## src/rtl/pipe_hazard_ctrl_pkg.sv

```systemverilog
// Shared encodings for the pipeline hazard controller: forwarding selects,
// run/halt/step states and stage indices.
package pipe_hazard_ctrl_pkg;

  typedef enum logic [1:0] {
    FWD_RF  = 2'd0,
    FWD_MEM = 2'd1,
    FWD_WB  = 2'd2
  } fwd_sel_e;

  typedef enum logic [1:0] {
    HALT = 2'd0,
    RUN  = 2'd1,
    STEP = 2'd2
  } step_state_e;

  localparam int STG_IF  = 0;
  localparam int STG_ID  = 1;
  localparam int STG_EX  = 2;
  localparam int STG_MEM = 3;
  localparam int STG_WB  = 4;

endpackage

```

## src/rtl/pipe_hazard_ctrl_if.sv

```systemverilog
// Pipeline control bundle between the core datapath (master) and the
// hazard controller (slave).
interface pipe_hazard_ctrl_if #(
  parameter int REG_AW = 5,
  parameter int CNT_W  = 32
);
  logic              tick_i, run_i, step_i;
  logic [REG_AW-1:0] id_rs1_i, id_rs2_i;
  logic              id_use1_i, id_use2_i;
  logic [REG_AW-1:0] ex_rs1_i, ex_rs2_i;
  logic [REG_AW-1:0] ex_rd_i, mem_rd_i, wb_rd_i;
  logic              ex_wen_i, mem_wen_i, wb_wen_i;
  logic              ex_load_i, redirect_i;
  logic              adv_o, pc_en_o, ifid_en_o;
  logic              ifid_flush_o, idex_flush_o, exmem_flush_o;
  logic [1:0]        fwd_a_o, fwd_b_o;
  logic [4:0]        stage_valid_o;
  logic              halted_o;
  logic [CNT_W-1:0]  cyc_cnt_o, ret_cnt_o, stall_cnt_o, flush_cnt_o;

  modport master (
    output tick_i, run_i, step_i, id_rs1_i, id_rs2_i, id_use1_i, id_use2_i,
           ex_rs1_i, ex_rs2_i, ex_rd_i, mem_rd_i, wb_rd_i,
           ex_wen_i, mem_wen_i, wb_wen_i, ex_load_i, redirect_i,
    input  adv_o, pc_en_o, ifid_en_o, ifid_flush_o, idex_flush_o, exmem_flush_o,
           fwd_a_o, fwd_b_o, stage_valid_o, halted_o,
           cyc_cnt_o, ret_cnt_o, stall_cnt_o, flush_cnt_o
  );

  modport slave (
    input  tick_i, run_i, step_i, id_rs1_i, id_rs2_i, id_use1_i, id_use2_i,
           ex_rs1_i, ex_rs2_i, ex_rd_i, mem_rd_i, wb_rd_i,
           ex_wen_i, mem_wen_i, wb_wen_i, ex_load_i, redirect_i,
    output adv_o, pc_en_o, ifid_en_o, ifid_flush_o, idex_flush_o, exmem_flush_o,
           fwd_a_o, fwd_b_o, stage_valid_o, halted_o,
           cyc_cnt_o, ret_cnt_o, stall_cnt_o, flush_cnt_o
  );
endinterface

```

## src/rtl/pipe_step_fsm.sv

```systemverilog
// Run/halt/single-step controller: gates the divider tick into the
// pipeline advance strobe.
//
// state | meaning
// HALT  | pipeline frozen, waiting for run_i or step_i
// RUN   | every tick advances the pipeline
// STEP  | next tick advances once, then back to HALT
module pipe_step_fsm
  import pipe_hazard_ctrl_pkg::*;
(
  input  logic clk,
  input  logic rstn,
  input  logic tick_i,
  input  logic run_i,
  input  logic step_i,
  output logic adv_o,
  output logic halted_o
);

  step_state_e state;

  always_ff @(posedge clk or negedge rstn) begin
    if (!rstn) begin
      state    <= HALT;
      halted_o <= 1'b1;
    end else begin
      case (state)
        HALT: begin
          if (run_i) begin
            state    <= RUN;
            halted_o <= 1'b0;
          end else if (step_i) begin
            state    <= STEP;
            halted_o <= 1'b0;
          end
        end
        RUN: begin
          if (!run_i) begin
            state    <= HALT;
            halted_o <= 1'b1;
          end
        end
        STEP: begin
          if (run_i) begin
            state <= RUN;
          end else if (tick_i) begin
            state    <= HALT;
            halted_o <= 1'b1;
          end
        end
        default: begin
          state    <= HALT;
          halted_o <= 1'b1;
        end
      endcase
    end
  end

  assign adv_o = tick_i & ((state == RUN) | (state == STEP));

endmodule

```

## src/rtl/pipe_hazard_ctrl.sv

```systemverilog
// 5-stage pipeline control: load-use stall, EX forwarding, redirect flush,
// stage valid tracking. Performance counters exist only with PIPE_PERF_CNT_EN.
module pipe_hazard_ctrl
  import pipe_hazard_ctrl_pkg::*;
#(
  parameter int REG_AW        = 5,
  parameter int CNT_W         = 32,
  parameter int RESOLVE_STAGE = 3
) (
  input logic              clk,
  input logic              rstn,
  pipe_hazard_ctrl_if.slave bus
);

  if (RESOLVE_STAGE != 2 && RESOLVE_STAGE != 3) begin : gBadResolve
    $error("pipe_hazard_ctrl: RESOLVE_STAGE must be 2 (EX) or 3 (MEM)");
  end

  localparam logic FLUSH_EXMEM = (RESOLVE_STAGE == 3);

  function automatic fwd_sel_e fwdSel(
    input logic [REG_AW-1:0] rs,
    input logic [REG_AW-1:0] memRd, input logic memWen,
    input logic [REG_AW-1:0] wbRd,  input logic wbWen
  );
    if (memWen && memRd != '0 && memRd == rs) return FWD_MEM;
    if (wbWen && wbRd != '0 && wbRd == rs)    return FWD_WB;
    return FWD_RF;
  endfunction

  logic adv, hz, stall, redir;
  logic ifidFlush, idexFlush, exmemFlush;
  logic [4:0] validQ;

  pipe_step_fsm uFsm (
    .clk      (clk),
    .rstn     (rstn),
    .tick_i   (bus.tick_i),
    .run_i    (bus.run_i),
    .step_i   (bus.step_i),
    .adv_o    (adv),
    .halted_o (bus.halted_o)
  );

  assign redir = bus.redirect_i;
  assign hz = bus.ex_load_i & bus.ex_wen_i & (bus.ex_rd_i != '0) &
              ((bus.id_use1_i & (bus.id_rs1_i == bus.ex_rd_i)) |
               (bus.id_use2_i & (bus.id_rs2_i == bus.ex_rd_i)));
  // A redirect kills the dependent ID instruction anyway, so it never stalls.
  assign stall      = hz & ~redir;
  assign ifidFlush  = adv & redir;
  assign idexFlush  = adv & (redir | hz);
  assign exmemFlush = adv & redir & FLUSH_EXMEM;

  assign bus.adv_o         = adv;
  assign bus.pc_en_o       = adv & ~stall;
  assign bus.ifid_en_o     = adv & ~stall;
  assign bus.ifid_flush_o  = ifidFlush;
  assign bus.idex_flush_o  = idexFlush;
  assign bus.exmem_flush_o = exmemFlush;
  assign bus.fwd_a_o = fwdSel(bus.ex_rs1_i, bus.mem_rd_i, bus.mem_wen_i, bus.wb_rd_i, bus.wb_wen_i);
  assign bus.fwd_b_o = fwdSel(bus.ex_rs2_i, bus.mem_rd_i, bus.mem_wen_i, bus.wb_rd_i, bus.wb_wen_i);
  assign bus.stage_valid_o = validQ;

  always_ff @(posedge clk or negedge rstn) begin
    if (!rstn) begin
      validQ <= 5'b00001;
    end else if (adv) begin
      validQ[STG_IF]  <= stall ? validQ[STG_IF] : 1'b1;
      validQ[STG_ID]  <= stall ? validQ[STG_ID] : (ifidFlush ? 1'b0 : validQ[STG_IF]);
      validQ[STG_EX]  <= idexFlush  ? 1'b0 : validQ[STG_ID];
      validQ[STG_MEM] <= exmemFlush ? 1'b0 : validQ[STG_EX];
      validQ[STG_WB]  <= validQ[STG_MEM];
    end
  end

`ifdef PIPE_PERF_CNT_EN
  logic [CNT_W-1:0] cycQ, retQ, stallQ, flushQ;

  always_ff @(posedge clk or negedge rstn) begin
    if (!rstn) begin
      cycQ   <= '0;
      retQ   <= '0;
      stallQ <= '0;
      flushQ <= '0;
    end else if (adv) begin
      cycQ <= cycQ + CNT_W'(1);
      if (validQ[STG_WB]) retQ   <= retQ + CNT_W'(1);
      if (stall)          stallQ <= stallQ + CNT_W'(1);
      if (redir)          flushQ <= flushQ + CNT_W'(1);
    end
  end

  assign bus.cyc_cnt_o   = cycQ;
  assign bus.ret_cnt_o   = retQ;
  assign bus.stall_cnt_o = stallQ;
  assign bus.flush_cnt_o = flushQ;
`else
  assign bus.cyc_cnt_o   = '0;
  assign bus.ret_cnt_o   = '0;
  assign bus.stall_cnt_o = '0;
  assign bus.flush_cnt_o = '0;
`endif

endmodule

```

## src/flat_wrapper.sv

```systemverilog
// flat-port wrapper written by rule: the top's interface ports become plain ports
module pipe_hazard_ctrl_flat import pipe_hazard_ctrl_pkg::*;
#(
  parameter int REG_AW        = 5,
  parameter int CNT_W         = 32,
  parameter int RESOLVE_STAGE = 3
)
  (clk, rstn, bus_tick_i, bus_run_i, bus_step_i, bus_id_rs1_i, bus_id_rs2_i, bus_id_use1_i, bus_id_use2_i, bus_ex_rs1_i, bus_ex_rs2_i, bus_ex_rd_i, bus_mem_rd_i, bus_wb_rd_i, bus_ex_wen_i, bus_mem_wen_i, bus_wb_wen_i, bus_ex_load_i, bus_redirect_i, bus_adv_o, bus_pc_en_o, bus_ifid_en_o, bus_ifid_flush_o, bus_idex_flush_o, bus_exmem_flush_o, bus_fwd_a_o, bus_fwd_b_o, bus_stage_valid_o, bus_halted_o, bus_cyc_cnt_o, bus_ret_cnt_o, bus_stall_cnt_o, bus_flush_cnt_o);
  pipe_hazard_ctrl_if #(.REG_AW(REG_AW), .CNT_W(CNT_W)) bus_i ();
  input logic clk;
  input logic rstn;
  input wire logic [$bits(bus_i.tick_i)-1:0] bus_tick_i;
  input wire logic [$bits(bus_i.run_i)-1:0] bus_run_i;
  input wire logic [$bits(bus_i.step_i)-1:0] bus_step_i;
  input wire logic [$bits(bus_i.id_rs1_i)-1:0] bus_id_rs1_i;
  input wire logic [$bits(bus_i.id_rs2_i)-1:0] bus_id_rs2_i;
  input wire logic [$bits(bus_i.id_use1_i)-1:0] bus_id_use1_i;
  input wire logic [$bits(bus_i.id_use2_i)-1:0] bus_id_use2_i;
  input wire logic [$bits(bus_i.ex_rs1_i)-1:0] bus_ex_rs1_i;
  input wire logic [$bits(bus_i.ex_rs2_i)-1:0] bus_ex_rs2_i;
  input wire logic [$bits(bus_i.ex_rd_i)-1:0] bus_ex_rd_i;
  input wire logic [$bits(bus_i.mem_rd_i)-1:0] bus_mem_rd_i;
  input wire logic [$bits(bus_i.wb_rd_i)-1:0] bus_wb_rd_i;
  input wire logic [$bits(bus_i.ex_wen_i)-1:0] bus_ex_wen_i;
  input wire logic [$bits(bus_i.mem_wen_i)-1:0] bus_mem_wen_i;
  input wire logic [$bits(bus_i.wb_wen_i)-1:0] bus_wb_wen_i;
  input wire logic [$bits(bus_i.ex_load_i)-1:0] bus_ex_load_i;
  input wire logic [$bits(bus_i.redirect_i)-1:0] bus_redirect_i;
  output wire logic [$bits(bus_i.adv_o)-1:0] bus_adv_o;
  output wire logic [$bits(bus_i.pc_en_o)-1:0] bus_pc_en_o;
  output wire logic [$bits(bus_i.ifid_en_o)-1:0] bus_ifid_en_o;
  output wire logic [$bits(bus_i.ifid_flush_o)-1:0] bus_ifid_flush_o;
  output wire logic [$bits(bus_i.idex_flush_o)-1:0] bus_idex_flush_o;
  output wire logic [$bits(bus_i.exmem_flush_o)-1:0] bus_exmem_flush_o;
  output wire logic [$bits(bus_i.fwd_a_o)-1:0] bus_fwd_a_o;
  output wire logic [$bits(bus_i.fwd_b_o)-1:0] bus_fwd_b_o;
  output wire logic [$bits(bus_i.stage_valid_o)-1:0] bus_stage_valid_o;
  output wire logic [$bits(bus_i.halted_o)-1:0] bus_halted_o;
  output wire logic [$bits(bus_i.cyc_cnt_o)-1:0] bus_cyc_cnt_o;
  output wire logic [$bits(bus_i.ret_cnt_o)-1:0] bus_ret_cnt_o;
  output wire logic [$bits(bus_i.stall_cnt_o)-1:0] bus_stall_cnt_o;
  output wire logic [$bits(bus_i.flush_cnt_o)-1:0] bus_flush_cnt_o;
  assign bus_i.tick_i = bus_tick_i;
  assign bus_i.run_i = bus_run_i;
  assign bus_i.step_i = bus_step_i;
  assign bus_i.id_rs1_i = bus_id_rs1_i;
  assign bus_i.id_rs2_i = bus_id_rs2_i;
  assign bus_i.id_use1_i = bus_id_use1_i;
  assign bus_i.id_use2_i = bus_id_use2_i;
  assign bus_i.ex_rs1_i = bus_ex_rs1_i;
  assign bus_i.ex_rs2_i = bus_ex_rs2_i;
  assign bus_i.ex_rd_i = bus_ex_rd_i;
  assign bus_i.mem_rd_i = bus_mem_rd_i;
  assign bus_i.wb_rd_i = bus_wb_rd_i;
  assign bus_i.ex_wen_i = bus_ex_wen_i;
  assign bus_i.mem_wen_i = bus_mem_wen_i;
  assign bus_i.wb_wen_i = bus_wb_wen_i;
  assign bus_i.ex_load_i = bus_ex_load_i;
  assign bus_i.redirect_i = bus_redirect_i;
  assign bus_adv_o = bus_i.adv_o;
  assign bus_pc_en_o = bus_i.pc_en_o;
  assign bus_ifid_en_o = bus_i.ifid_en_o;
  assign bus_ifid_flush_o = bus_i.ifid_flush_o;
  assign bus_idex_flush_o = bus_i.idex_flush_o;
  assign bus_exmem_flush_o = bus_i.exmem_flush_o;
  assign bus_fwd_a_o = bus_i.fwd_a_o;
  assign bus_fwd_b_o = bus_i.fwd_b_o;
  assign bus_stage_valid_o = bus_i.stage_valid_o;
  assign bus_halted_o = bus_i.halted_o;
  assign bus_cyc_cnt_o = bus_i.cyc_cnt_o;
  assign bus_ret_cnt_o = bus_i.ret_cnt_o;
  assign bus_stall_cnt_o = bus_i.stall_cnt_o;
  assign bus_flush_cnt_o = bus_i.flush_cnt_o;
  pipe_hazard_ctrl #(.REG_AW(REG_AW), .CNT_W(CNT_W), .RESOLVE_STAGE(RESOLVE_STAGE)) u_core (.clk(clk), .rstn(rstn), .bus(bus_i));
endmodule
```

## config.mk

```make
export PLATFORM = sky130hd
export DESIGN_NAME = pipe_hazard_ctrl_flat
export DESIGN_NICKNAME = d
export VERILOG_FILES = /design/src/rtl/pipe_hazard_ctrl_pkg.sv /design/src/rtl/pipe_hazard_ctrl_if.sv /design/src/rtl/pipe_step_fsm.sv /design/src/rtl/pipe_hazard_ctrl.sv /design/src/flat_wrapper.sv
export SDC_FILE = /design/constraint.sdc
export NUM_CORES = 1
export LEC_CHECK = 0
export ABC_AREA = 1
export CORE_MARGIN = 4
export CORE_UTILIZATION = 30
export CTS_CLUSTER_SIZE = 8
export DETAILED_ROUTE_END_ITERATION = 7
export PLACE_DENSITY = 0.81
export SLEW_MARGIN = 20
export SYNTH_ARGS = -nofsm -noshare
export SYNTH_HDL_FRONTEND = slang
export SYNTH_SLANG_ARGS = --single-unit
```

## constraint.sdc

```tcl
create_clock -name clk -period 1.9 [get_ports clk]
set_input_delay 0.38 -clock clk [delete_from_list [all_inputs] [get_ports clk]]
set_output_delay 0.38 -clock clk [all_outputs]
set_load 0.005 [all_outputs]
```

==> reports/results.md <==
| Metric | Reported |
|:---|:---|
| Clock input transition at the sequential cells of the worst setup and hold paths | 40 ps |
| Type of the setup path with the least slack | input pin to output port |
| Pin count of the biggest net entering global routing | 8 |
| Maxcap violations | 0 |
| DRC Markers | 0 |
| Combinational group share of total power | 67.7% |
| Skew final | 0.613 ps |
| Antenna violations before repair | 0 |
| Unrepaired setup endpoints after global routing | yes |
| CTS Root Cell | sky130_fd_sc_hd__clkbuf_8 |
| Met1 Routed Length | 1170 µm |
| Overall die area | 0.00762 mm² |
| Final core area utilization | 38.7% |
| Worst hold path type | input pin to async pin |
| Switching Fraction | 37.9% |
| Count of input and output buffers | 61 |
| Number of search-and-repair iterations in the first detailed-routing pass | 4 |
| Tmin final | 1910 ps |
| Depth of the CTS H-tree | 1 |
| Clock latency reported for the late side of the worst-skew pair | 230 ps |
| Internal power consumption | 0.911 mW |
| Met3 WL | 564 µm |
| Total inserted antenna cells | 0 |
| Number of buffers on the longest clock path | 2 |
| Floorplan die width | 87.3 µm |
| Critical path startpoint category | input pin |
| Max-slew violation total from the final report | 0 |
| Critical Path Sink Type | output port |
| Worst setup slack after layout | -6.89 ps |
| Placer's final routability congestion estimate | 0.800 |
| Average wire length per cell after detail routing | 9.42 µm |
| Hold Vio Cnt, Final | 0 |
| Global-route wire length before repair | 5290 µm |
| Worst hold margin | 426 ps |
| Critical path data arrival time | 1530 ps |
| Endpoint of the most critical register-to-register path | u_core.uFsm.state[0]$_DFFE_PN0P_ |
| Share of synthesized area occupied by flip-flops and latches | 9.36% |
| Number of vias in the routed layout | 1536 |
| Static leakage | 1.41 nW |
| Iter 0 DRT Violations | 30 |
| Critical path origin | bus_mem_rd_i[0] |
| Final clock period utilization by the worst path | 100% |
| Clock Sink Count | 7 |
| Clock network power share | 14.1% |
| Cell Pwr Density | 628 mW/mm² |
| Initial core utilization | 31.3% |
| Maximum clock frequency | 0.524 GHz |
| Yosys reg bits | 7 |
| Detailed placement HPWL | 3580 µm |
| WL final | 4140 µm |
| Worst reg2reg startpoint | u_core.uFsm.state[1]$_DFFE_PN0P_ |
| Final standard cell area without fillers | 0.00233 mm² |
| Synth-to-Final Area Change | 23.8% |
| Post-Syn Area per Cell | 6.88 µm² |
| Synth Warn # | 0 |
| Via density per instance | 3.50 |
| NumNets Final | 415 |
| Setup Viol. Count Final | 1 |
| Number of top-level pins | 191 |
| Grt ovf | 0 |
| DP Cell Count | 419 |
| Number of standard cells after synthesis | 274 |
| Detailed-routed wire length on met2 | 2320 µm |
| Critical path data required time | 1520 ps |
| Core Footprint | 0.00603 mm² |
| Failing checks | setup timing |
| Highest routed metal layer | met4 |
| Cell area after synthesis | 0.00189 mm² |
| Number of routed nets with antenna violations | 0 |
| Termination of the worst setup path | bus_fwd_b_o[1] |
| Minimum setup slack after placement | -520 ps |
| Number of rows in the core area | 28 |
| Worst reg-to-reg setup slack | 390 ps |
| Switching power summed over all nets | 0.556 mW |
| IR drop worst, VDD | 0.490 mV |
| TritonCTS clock tree | done |
| Vertical extent of the die | 87.3 µm |
| DP Area | 0.00218 mm² |
| Filler-free cell count of the finished design | 439 |
| Power after layout | 1.47 mW |
| Max FO, Critical Path | 3 |
| Number of cells traversed by the worst register-to-register path | 9 |
| Outcome | complete, but fails checks |
| Count of different cell masters after synthesis | 24 |
| Via count of the first global-routing pass | 1340 |
| Sequential fraction of design power | 18.2% |
| Global routing usage summed across all routing layers | 8.64% |
| Ratio of cells with drive above 1 in the final layout | 20.1% |
| Num CTS Buffers | 3 |
| Final-layout setup total negative slack | -6.89 ps |
==> critical path, stage by stage <==
cell and delay [ps]:
sky130_fd_sc_hd__buf_4 130, sky130_fd_sc_hd__xnor2_2 160, sky130_fd_sc_hd__nand3_1 120, sky130_fd_sc_hd__nor4_2 330, sky130_fd_sc_hd__buf_4 160, sky130_fd_sc_hd__buf_4 90, sky130_fd_sc_hd__nor2_1 30, sky130_fd_sc_hd__buf_2 120
==> kinds of logic (layout without fill, tap and decap cells) <==
kind of cell    count (synthesis)  in the layout  share of synthesized area, %
flops                           7              7                          9.36
fa+ha+maj                       3              3                          1.99
other cells                     2            129                         0.398
buf+inv                       154            117                          56.7
simple gates                   74             74                          17.2
compound gates                 14             14                          5.04
xor+xnor                       20             20                          9.29
==> sequential cells by signal, summed over array words and instances, names as in the netlist <==
register                  flops
u_core.uFsm.state             2
u_core.bus.stage_valid_o      4
u_core.uFsm.halted_o          1
==> cell usage after synthesis <==
| master | n | area (µm²) |
|---|---|---|
| sky130_fd_sc_hd__a21oi_1 | 1 | 5.00 |
| sky130_fd_sc_hd__buf_4 | 131 | 983 |
| sky130_fd_sc_hd__o21ai_2 | 3 | 26.3 |
| sky130_fd_sc_hd__o21ai_1 | 1 | 5.00 |
| sky130_fd_sc_hd__a21oi_2 | 1 | 8.76 |
| sky130_fd_sc_hd__nand2_2 | 1 | 6.26 |
| sky130_fd_sc_hd__nor3_1 | 1 | 5.00 |
| sky130_fd_sc_hd__o211ai_1 | 1 | 7.51 |
| sky130_fd_sc_hd__dfstp_2 | 1 | 26.3 |
| sky130_fd_sc_hd__conb_1 | 2 | 7.51 |
| sky130_fd_sc_hd__xor2_1 | 6 | 52.6 |
| sky130_fd_sc_hd__nand2_1 | 43 | 161 |
| sky130_fd_sc_hd__xnor2_1 | 14 | 123 |
| sky130_fd_sc_hd__o21ai_0 | 6 | 30.0 |
| sky130_fd_sc_hd__nand3_1 | 7 | 35.0 |
| sky130_fd_sc_hd__a31oi_2 | 1 | 12.5 |
| sky130_fd_sc_hd__ha_1 | 3 | 37.5 |
| sky130_fd_sc_hd__dfrtp_1 | 6 | 150 |
| sky130_fd_sc_hd__nand4_1 | 3 | 18.8 |
| sky130_fd_sc_hd__nor4_2 | 1 | 12.5 |
| sky130_fd_sc_hd__inv_2 | 2 | 7.51 |
| sky130_fd_sc_hd__nor2_1 | 17 | 63.8 |
| sky130_fd_sc_hd__inv_1 | 21 | 78.8 |
| sky130_fd_sc_hd__nor4_4 | 1 | 21.3 |
==> how the worst min path moves through the flow <==
stage                                                          to  cells after the start
final                            u_core.uFsm.state[0]$_DFFE_PN0P_                      1
after global routing             u_core.uFsm.state[0]$_DFFE_PN0P_                      1
after CTS                        u_core.uFsm.state[1]$_DFFE_PN0P_                      1
after detailed placement         u_core.uFsm.halted_o$_DFFE_PN1P_                      2
after global placement    u_core.bus.stage_valid_o[4]$_DFFE_PN0P_                      2
after floorplan           u_core.bus.stage_valid_o[1]$_DFFE_PN0P_                      0
==> area by class of cell <==
cell class                      instances  area, µm²
Timing Repair Buffer                   90        756
Clock buffer                            4       45.0
Fill cell                             643       3690
Multi-Input combinational cell        240       1180
Sequential cell                         7        176
Inverter                               23       86.3
Tap cell                               75       93.8
==> power by group through the flow <==
stage / sequential [mW] / clock [mW] / combinational (mW)
6_report: 0.267 / 0.207 / 0.993
4_1_cts: 0.266 / 0.216 / 0.900
2_1_floorplan: 0.265 / 0 / 0.571
3_5_place_dp: 0.265 / 0 / 0.815
5_1_grt: 0.276 / 0.220 / 1.09
3_3_place_gp: 0.264 / 0 / 0.794
==> metal layers <==
metal / global-route usage, % / vias up
li1: - / 758
met1: 7.32 / 656
met2: 17.6 / 114
met3: 2.08 / 8
met4: 5.02 / 0
met5: 0 / -
==> placed cells by master (no fill, tap or decap) <==
cell,Yosys,routed
sky130_fd_sc_hd__conb_1,2,129
sky130_fd_sc_hd__nand2_1,43,40
sky130_fd_sc_hd__buf_4,131,29
sky130_fd_sc_hd__dlygate4sd2_1,0,24
sky130_fd_sc_hd__inv_1,21,16
sky130_fd_sc_hd__nor2_1,17,15
sky130_fd_sc_hd__clkdlybuf4s50_1,0,13
sky130_fd_sc_hd__xnor2_1,14,12
sky130_fd_sc_hd__buf_2,0,11
sky130_fd_sc_hd__inv_2,2,7
sky130_fd_sc_hd__nand3_1,7,7
sky130_fd_sc_hd__xor2_1,6,6
sky130_fd_sc_hd__dfrtp_1,6,6
sky130_fd_sc_hd__o21ai_0,6,5
sky130_fd_sc_hd__dlymetal6s2s_1,0,5
sky130_fd_sc_hd__nand4_1,3,3
sky130_fd_sc_hd__nand2_2,1,3
sky130_fd_sc_hd__o21ai_2,3,3
sky130_fd_sc_hd__clkbuf_8,0,3
sky130_fd_sc_hd__clkdlybuf4s15_1,0,3
sky130_fd_sc_hd__xnor2_2,0,2
sky130_fd_sc_hd__ha_1,3,2
sky130_fd_sc_hd__clkdlybuf4s15_2,0,2
sky130_fd_sc_hd__buf_6,0,2
sky130_fd_sc_hd__o21ai_4,0,1
sky130_fd_sc_hd__nor4_4,1,1
sky130_fd_sc_hd__nor4_2,1,1
sky130_fd_sc_hd__nand2_4,0,1
sky130_fd_sc_hd__nor2_4,0,1
sky130_fd_sc_hd__nor2_2,0,1
sky130_fd_sc_hd__o21ai_1,1,1
sky130_fd_sc_hd__nor3_1,1,1
sky130_fd_sc_hd__a31oi_2,1,1
sky130_fd_sc_hd__o211ai_1,1,1
sky130_fd_sc_hd__a21oi_1,1,1
sky130_fd_sc_hd__a21oi_2,1,1
sky130_fd_sc_hd__ha_4,0,1
sky130_fd_sc_hd__clkbuf_1,0,1
sky130_fd_sc_hd__clkbuf_2,0,1
sky130_fd_sc_hd__dfstp_2,1,1
==> timing repair <==
action                     4_1_cts  5_1_grt
gates resized for setup         97       20
setup endpoints to repair       10        7
hold buffers                     0        0
setup buffers                   10        6
pin swaps                       26       16
Note: power is estimated with default switching activity, not from simulation.
